--- src/rtl/run_seq_pkg.sv ---
// Shared types and default timing constants for the accumulator-core run sequencer.
package run_seq_pkg;

    typedef enum logic [1:0] {
        ST_IDLE  = 2'd0,
        ST_START = 2'd1,
        ST_RUN   = 2'd2,
        ST_DONE  = 2'd3
    } state_t;

    localparam int DEF_HALT_PC        = 78;
    localparam int DEF_START_CYCLES   = 2;
    localparam int DEF_TIMEOUT_CYCLES = 4096;

endpackage

--- src/rtl/dmem_port_mux.sv ---
// Owner-select mux for the single data-memory port: the host owns it while the core is parked,
// otherwise the core does.
module dmem_port_mux #(
    parameter int ADDR_WIDTH = 8,
    parameter int DATA_WIDTH = 8
) (
    input  logic                  i_host_own,
    input  logic                  i_host_req,
    input  logic                  i_host_we,
    input  logic [ADDR_WIDTH-1:0] i_host_addr,
    input  logic [DATA_WIDTH-1:0] i_host_wdata,
    input  logic                  i_core_mem_re,
    input  logic                  i_core_mem_we,
    input  logic [ADDR_WIDTH-1:0] i_core_addr,
    input  logic [DATA_WIDTH-1:0] i_core_wdata,
    output logic                  o_host_gnt,
    output logic                  o_mem_re,
    output logic                  o_mem_we,
    output logic [ADDR_WIDTH-1:0] o_mem_addr,
    output logic [DATA_WIDTH-1:0] o_mem_wdata
);

    always_comb begin
        o_host_gnt  = 1'b0;
        o_mem_re    = i_core_mem_re;
        o_mem_we    = i_core_mem_we;
        o_mem_addr  = i_core_addr;
        o_mem_wdata = i_core_wdata;
        if (i_host_own) begin
            // Core enables are masked so a stray core access cannot corrupt preloaded data.
            o_host_gnt  = i_host_req;
            o_mem_re    = i_host_req & ~i_host_we;
            o_mem_we    = i_host_req & i_host_we;
            o_mem_addr  = i_host_addr;
            o_mem_wdata = i_host_wdata;
        end
    end

endmodule

--- src/rtl/run_sequencer.sv ---
// Run controller: parks the core, launches a run on go, detects halt/timeout and
// arbitrates the data-memory port between host and core.
//
// state   | meaning
// IDLE    | core parked, host owns memory, waiting for go
// START   | core held in start for START_CYCLES cycles, core owns memory
// RUN     | core executing, cycles counted, halt/timeout watched
// DONE    | run finished, flags and count held, host owns memory
module run_sequencer
    import run_seq_pkg::*;
#(
    parameter int PC_WIDTH       = 11,
    parameter int ADDR_WIDTH     = 8,
    parameter int DATA_WIDTH     = 8,
    parameter int HALT_PC        = DEF_HALT_PC,
    parameter int START_CYCLES   = DEF_START_CYCLES,
    parameter int TIMEOUT_CYCLES = DEF_TIMEOUT_CYCLES,
    parameter int CNT_WIDTH      = 16
) (
    input  logic                  i_clk,
    input  logic                  i_reset,
    input  logic                  i_go,
    input  logic                  i_host_req,
    input  logic                  i_host_we,
    input  logic [ADDR_WIDTH-1:0] i_host_addr,
    input  logic [DATA_WIDTH-1:0] i_host_wdata,
    output logic                  o_host_gnt,
    output logic [DATA_WIDTH-1:0] o_host_rdata,
    input  logic [PC_WIDTH-1:0]   i_core_pc,
    input  logic                  i_core_mem_re,
    input  logic                  i_core_mem_we,
    input  logic [ADDR_WIDTH-1:0] i_core_addr,
    input  logic [DATA_WIDTH-1:0] i_core_wdata,
    output logic                  o_core_start,
    output logic                  o_mem_re,
    output logic                  o_mem_we,
    output logic [ADDR_WIDTH-1:0] o_mem_addr,
    output logic [DATA_WIDTH-1:0] o_mem_wdata,
    input  logic [DATA_WIDTH-1:0] i_mem_rdata,
    output logic                  o_busy,
    output logic                  o_done,
    output logic                  o_timeout,
    output logic [CNT_WIDTH-1:0]  o_cycle_count
);

    localparam int                 SCW          = (START_CYCLES > 1) ? $clog2(START_CYCLES) : 1;
    localparam logic [SCW-1:0]     START_LAST   = SCW'(START_CYCLES - 1);
    localparam logic [31:0]        HALT_PC_U    = 32'(HALT_PC);
    localparam logic [31:0]        TIMEOUT_U    = 32'(TIMEOUT_CYCLES);

    state_t                 r_state;
    state_t                 w_state_next;
    logic [SCW-1:0]         r_start_cnt;
    logic [CNT_WIDTH-1:0]   r_cycle_count;
    logic                   r_done;
    logic                   r_timeout;
    logic                   w_launch;
    logic                   w_halt;
    logic                   w_timeout_hit;
    logic [CNT_WIDTH-1:0]   w_count_inc;
    logic                   w_host_own;

    assign w_count_inc   = (&r_cycle_count) ? r_cycle_count : r_cycle_count + 1'b1;
    assign w_halt        = 32'(i_core_pc) >= HALT_PC_U;
    // Timeout looks at the count this RUN cycle will reach, so the run lasts exactly TIMEOUT_CYCLES.
    assign w_timeout_hit = 32'(w_count_inc) >= TIMEOUT_U;

    always_ff @(posedge i_clk) begin
        if (i_reset) begin
            r_state <= ST_IDLE;
        end else begin
            r_state <= w_state_next;
        end
    end

    always_comb begin
        w_state_next = r_state;
        w_launch     = 1'b0;
        case (r_state)
            ST_IDLE, ST_DONE: begin
                if (i_go) begin
                    w_state_next = ST_START;
                    w_launch     = 1'b1;
                end
            end
            ST_START: begin
                if (r_start_cnt == START_LAST) begin
                    w_state_next = ST_RUN;
                end
            end
            ST_RUN: begin
                if (w_halt || w_timeout_hit) begin
                    w_state_next = ST_DONE;
                end
            end
            default: w_state_next = ST_IDLE;
        endcase
    end

    always_ff @(posedge i_clk) begin
        if (i_reset) begin
            r_start_cnt   <= '0;
            r_cycle_count <= '0;
            r_done        <= 1'b0;
            r_timeout     <= 1'b0;
        end else if (w_launch) begin
            r_start_cnt   <= '0;
            r_cycle_count <= '0;
            r_done        <= 1'b0;
            r_timeout     <= 1'b0;
        end else if (r_state == ST_START) begin
            r_start_cnt <= r_start_cnt + 1'b1;
        end else if (r_state == ST_RUN) begin
            r_cycle_count <= w_count_inc;
            if (w_halt) begin
                r_done    <= 1'b1;
                r_timeout <= 1'b0;
            end else if (w_timeout_hit) begin
                r_done    <= 1'b1;
                r_timeout <= 1'b1;
            end
        end
    end

    assign w_host_own    = (r_state == ST_IDLE) || (r_state == ST_DONE);
    assign o_core_start  = (r_state != ST_RUN);
    assign o_busy        = (r_state == ST_START) || (r_state == ST_RUN);
    assign o_done        = r_done;
    assign o_timeout     = r_timeout;
    assign o_cycle_count = r_cycle_count;
    assign o_host_rdata  = i_mem_rdata;

    dmem_port_mux #(
        .ADDR_WIDTH (ADDR_WIDTH),
        .DATA_WIDTH (DATA_WIDTH)
    ) u_dmem_port_mux (
        .i_host_own    (w_host_own),
        .i_host_req    (i_host_req),
        .i_host_we     (i_host_we),
        .i_host_addr   (i_host_addr),
        .i_host_wdata  (i_host_wdata),
        .i_core_mem_re (i_core_mem_re),
        .i_core_mem_we (i_core_mem_we),
        .i_core_addr   (i_core_addr),
        .i_core_wdata  (i_core_wdata),
        .o_host_gnt    (o_host_gnt),
        .o_mem_re      (o_mem_re),
        .o_mem_we      (o_mem_we),
        .o_mem_addr    (o_mem_addr),
        .o_mem_wdata   (o_mem_wdata)
    );

endmodule

--- config.mk ---
export PLATFORM = sky130hd
export DESIGN_NAME = run_sequencer
export DESIGN_NICKNAME = d
export VERILOG_FILES = /design/src/rtl/run_seq_pkg.sv /design/src/rtl/dmem_port_mux.sv /design/src/rtl/run_sequencer.sv
export SDC_FILE = /design/constraint.sdc
export NUM_CORES = 1
export LEC_CHECK = 0
export CORE_MARGIN = 5
export CORE_UTILIZATION = 38
export DETAILED_ROUTE_END_ITERATION = 6
export PLACE_DENSITY = 0.9
export SLEW_MARGIN = 20
export SYNTH_ARGS = -nofsm -noshare
export SYNTH_HDL_FRONTEND = slang
export SYNTH_SLANG_ARGS = --single-unit
--- constraint.sdc ---
create_clock -name i_clk -period 4.2 [get_ports i_clk]
set_clock_uncertainty 0.1 [all_clocks]
set_input_delay 0.84 -clock i_clk [delete_from_list [all_inputs] [get_ports i_clk]]
set_output_delay 0.84 -clock i_clk [all_outputs]
set_load 0.03 [all_outputs]
==> results by group <==
Place
  • HPWL Detailed: 3.57 mm
  • IO buf count: 87
  • Placer Congestion: 0.809
  • Placed inst area: 0.00232 mm2
  • Dpl cells: 294

Cells and area
  • Reg area: 420 um2
  • Design area: 0.00237 mm2
  • Layout cells sized above 1: 10.8%
  • Commonest non-fill, non-tap cell in the layout: clkdlybuf4s50_1
  • Final cell count without fillers: 298
  • Filler cells: 317
  • Layout Nets: 313
  • Ant. Diodes: 0
  • Area grow syn2layout: 61.1%
  • Most frequent cells in the layout: 87 x clkdlybuf4s50_1, 21 x dfxtp_1, 17 x nor2_1
  • Multi-input logic area: 920 um2

Setup path
  • Critical Path Source: r_state[0]
  • Reg2reg setup slack: 1.73 ns
  • R2R depth: 7
  • Setup crit end: o_mem_wdata[5]
  • CP endpoint kind: output pin
  • CP max FO: 13
  • Reg-to-Reg End: r_state[1]
  • RR Startpoint: o_cycle_count[0]
  • Crit path launch type: register
  • Kind of critical path: register to output pin
  • Critical Path AT: 2.50 ns
  • Worst Path Required: 3.26 ns

Route
  • Routed vias: 1552
  • Initial DRC count: 56
  • DRC Markers: 0
  • Total wire length: 4.37 mm
  • Drt first pass iters: 4
  • Wire per inst: 14.7 um
  • Vias per inst: 5.21
  • Post-route ant nets: 0

Timing
  • Slew Limit Fails: 0
  • Rel. slew slack: 61.0%
  • Setup Total Neg Slack: 0 ns
  • RSZ-0062 raised after global routing: no
  • Fmax achieved: 291 MHz
  • Final Cycle Share: 81.9%
  • Period minus WS final: 3.44 ns
  • Final-report hold violation count: 0
  • Number of setup violations in the final report: 0
  • Worst slew pin tran: 0.585 ns

Clocking
  • Cts bufs inserted: 3
  • Hold buffer count at CTS: 0
  • # H-tree levels: 1
  • Cts repair resizes: 0
  • Clock latency on the worst-skew pair: 0.27 ns
  • Clock transition at the registers of the reported paths: 0.08 ns
  • Sink Count: 21
  • Setup bufs post-CTS: 0
  • Root buffer cell: clkbuf_8
  • CTS tree: done
  • Worst-case clock buffer depth: 2

Global route
  • First-pass GRT wire length: 6.93 mm
  • All-Layer GR Usage: 16.3%
  • Total gr overflow: 0
  • Initial antenna violation count: 0
  • Vias in the first global route: 1447
  • Largest net degree at the start of global routing: 19

Pwr
  • Pwr/cell area: 490 mW/mm2
  • Pwr Total: 0.00116 W
  • VDD IR max: 0.233 mV
  • P_leak: 0.819 nW

Floorplanning
  • CORE AREA: 0.00372 mm2
  • Die ar.: 0.00521 mm2
  • Starting Density: 39.5%
  • Die height: 72.2 um
  • Die width: 72.2 um
  • Site row count: 22
  • I/O pin total: 105

Logic synthesis
  • Synth area leader: dfxtp_1
  • Post-synth ARST share: 0%
  • Mean Syn Cell Area: 8.49 um2
  • Synthesized area: 0.00147 mm2
  • Mapped Cells: 173
  • Yosys warns: 0
  • Top_reg_cell synth: dfxtp_1
  • Mapped Nets: 235
  • Post-synth EDFFs: 0
  • Synth area leaders: dfxtp_1 29%, mux2_2 12%, nor2_1 4.3%
  • Synth top area share: 28.6%
  • Seq/Total Area, Yosys: 28.6%
  • Synth cell types: 39
  • Yosys reg bits: 21

Job
  • Max_cap viols: 0

Hold path
  • Hold WC Path Type: register to register
  • Hold path cells: 2

Run status
  • Outcome: finished clean
[worst min path at each step]
stage,slack (ns),to,from
6_report,0.35,o_done,o_done
5_1_grt,0.39,o_done,o_done
4_1_cts,0.35,o_done,o_done
3_5_place_dp,0.34,o_done,o_done
3_3_place_gp,0.35,o_done,o_done
2_1_floorplan,0.36,r_start_cnt,r_start_cnt
[final cells by class]
cell class | instances | area share [%]
multi-input cells | 126 | 38.9
repair buffers | 88 | 37.1
flip-flops and latches | 21 | 17.8
well taps | 48 | 2.54
clock buffers | 3 | 1.75
inverters | 11 | 1.75
clock inverters | 1 | 0.212
[kinds of logic (layout without fill, tap and decap cells)]
family / after synthesis / count (layout) / synth area share [%]
AND/OR/NAND/NOR: 61 / 61 / 22.8
AO/OA/AOI/OAI: 33 / 33 / 16.5
buffers and inverters: 26 / 103 / 8.77
multiplexers: 21 / 21 / 15.7
flip-flops: 21 / 21 / 28.6
XOR/XNOR: 7 / 7 / 4.17
adder cells (fa/ha/maj): 4 / 4 / 3.41
[layer usage]
metal,up-vias,wire length (um),GRT usage [%]
met2,56,2160,28.7
met4,0,23,3.13
met3,6,402,5.12
li1,772,-,-
met5,-,0,0
met1,718,1780,19.4
[worst max-delay path, stage by stage, from the launching register on]
cell	delay (ns)
dfxtp_1	0.34
inv_1	0.08
ha_1	0.59
buf_4	0.27
mux2_2	0.35
clkdlybuf4s50_1	0.59
[flip-flops by register name (all words and copies together) (netlist names)]
register       cells
o_cycle_count     16
o_done             1
o_timeout          1
r_start_cnt        1
r_state            2
[cell usage after synthesis (2+ instances only)]
| master | n |
|---|---|
| dfxtp_1 | 21 |
| nor4_1 | 3 |
| ha_1 | 4 |
| mux2i_1 | 5 |
| nand3_1 | 5 |
| and2_1 | 2 |
| o211ai_1 | 2 |
| a32o_1 | 2 |
| clkbuf_1 | 4 |
| o21ai_0 | 6 |
| xor2_1 | 2 |
| inv_1 | 11 |
| o2111ai_2 | 2 |
| a21oi_1 | 11 |
| xnor2_1 | 5 |
| a22o_1 | 2 |
| nor2_1 | 17 |
| buf_4 | 8 |
| or4_1 | 3 |
| nand2b_1 | 4 |
| nand4_1 | 6 |
| buf_1 | 2 |
| nand2_1 | 8 |
| nor3_1 | 3 |
| mux2_2 | 16 |
| or3_1 | 6 |
[power by group]
group          internal, W  switching [W]  total, W
registers         0.000216      0.0000130  0.000229
logic             0.000370       0.000427  0.000798
clock network    0.0000662      0.0000664  0.000133
[metrics by stage]
| stage | setup slack [ns] | hold slack [ns] | utilization, % |
|---|---|---|---|
| 2_1_floorplan | 1.51 | 0.358 | - |
| 3_3_place_gp | 1.02 | 0.346 | 62.4 |
| 3_5_place_dp | 0.971 | 0.340 | 62.4 |
| 4_1_cts | 0.754 | 0.352 | 63.7 |
| 5_1_grt | 0.657 | 0.390 | 63.7 |
| 6_report | 0.762 | 0.353 | 63.7 |
Note: power is estimated with default switching activity, not from simulation.
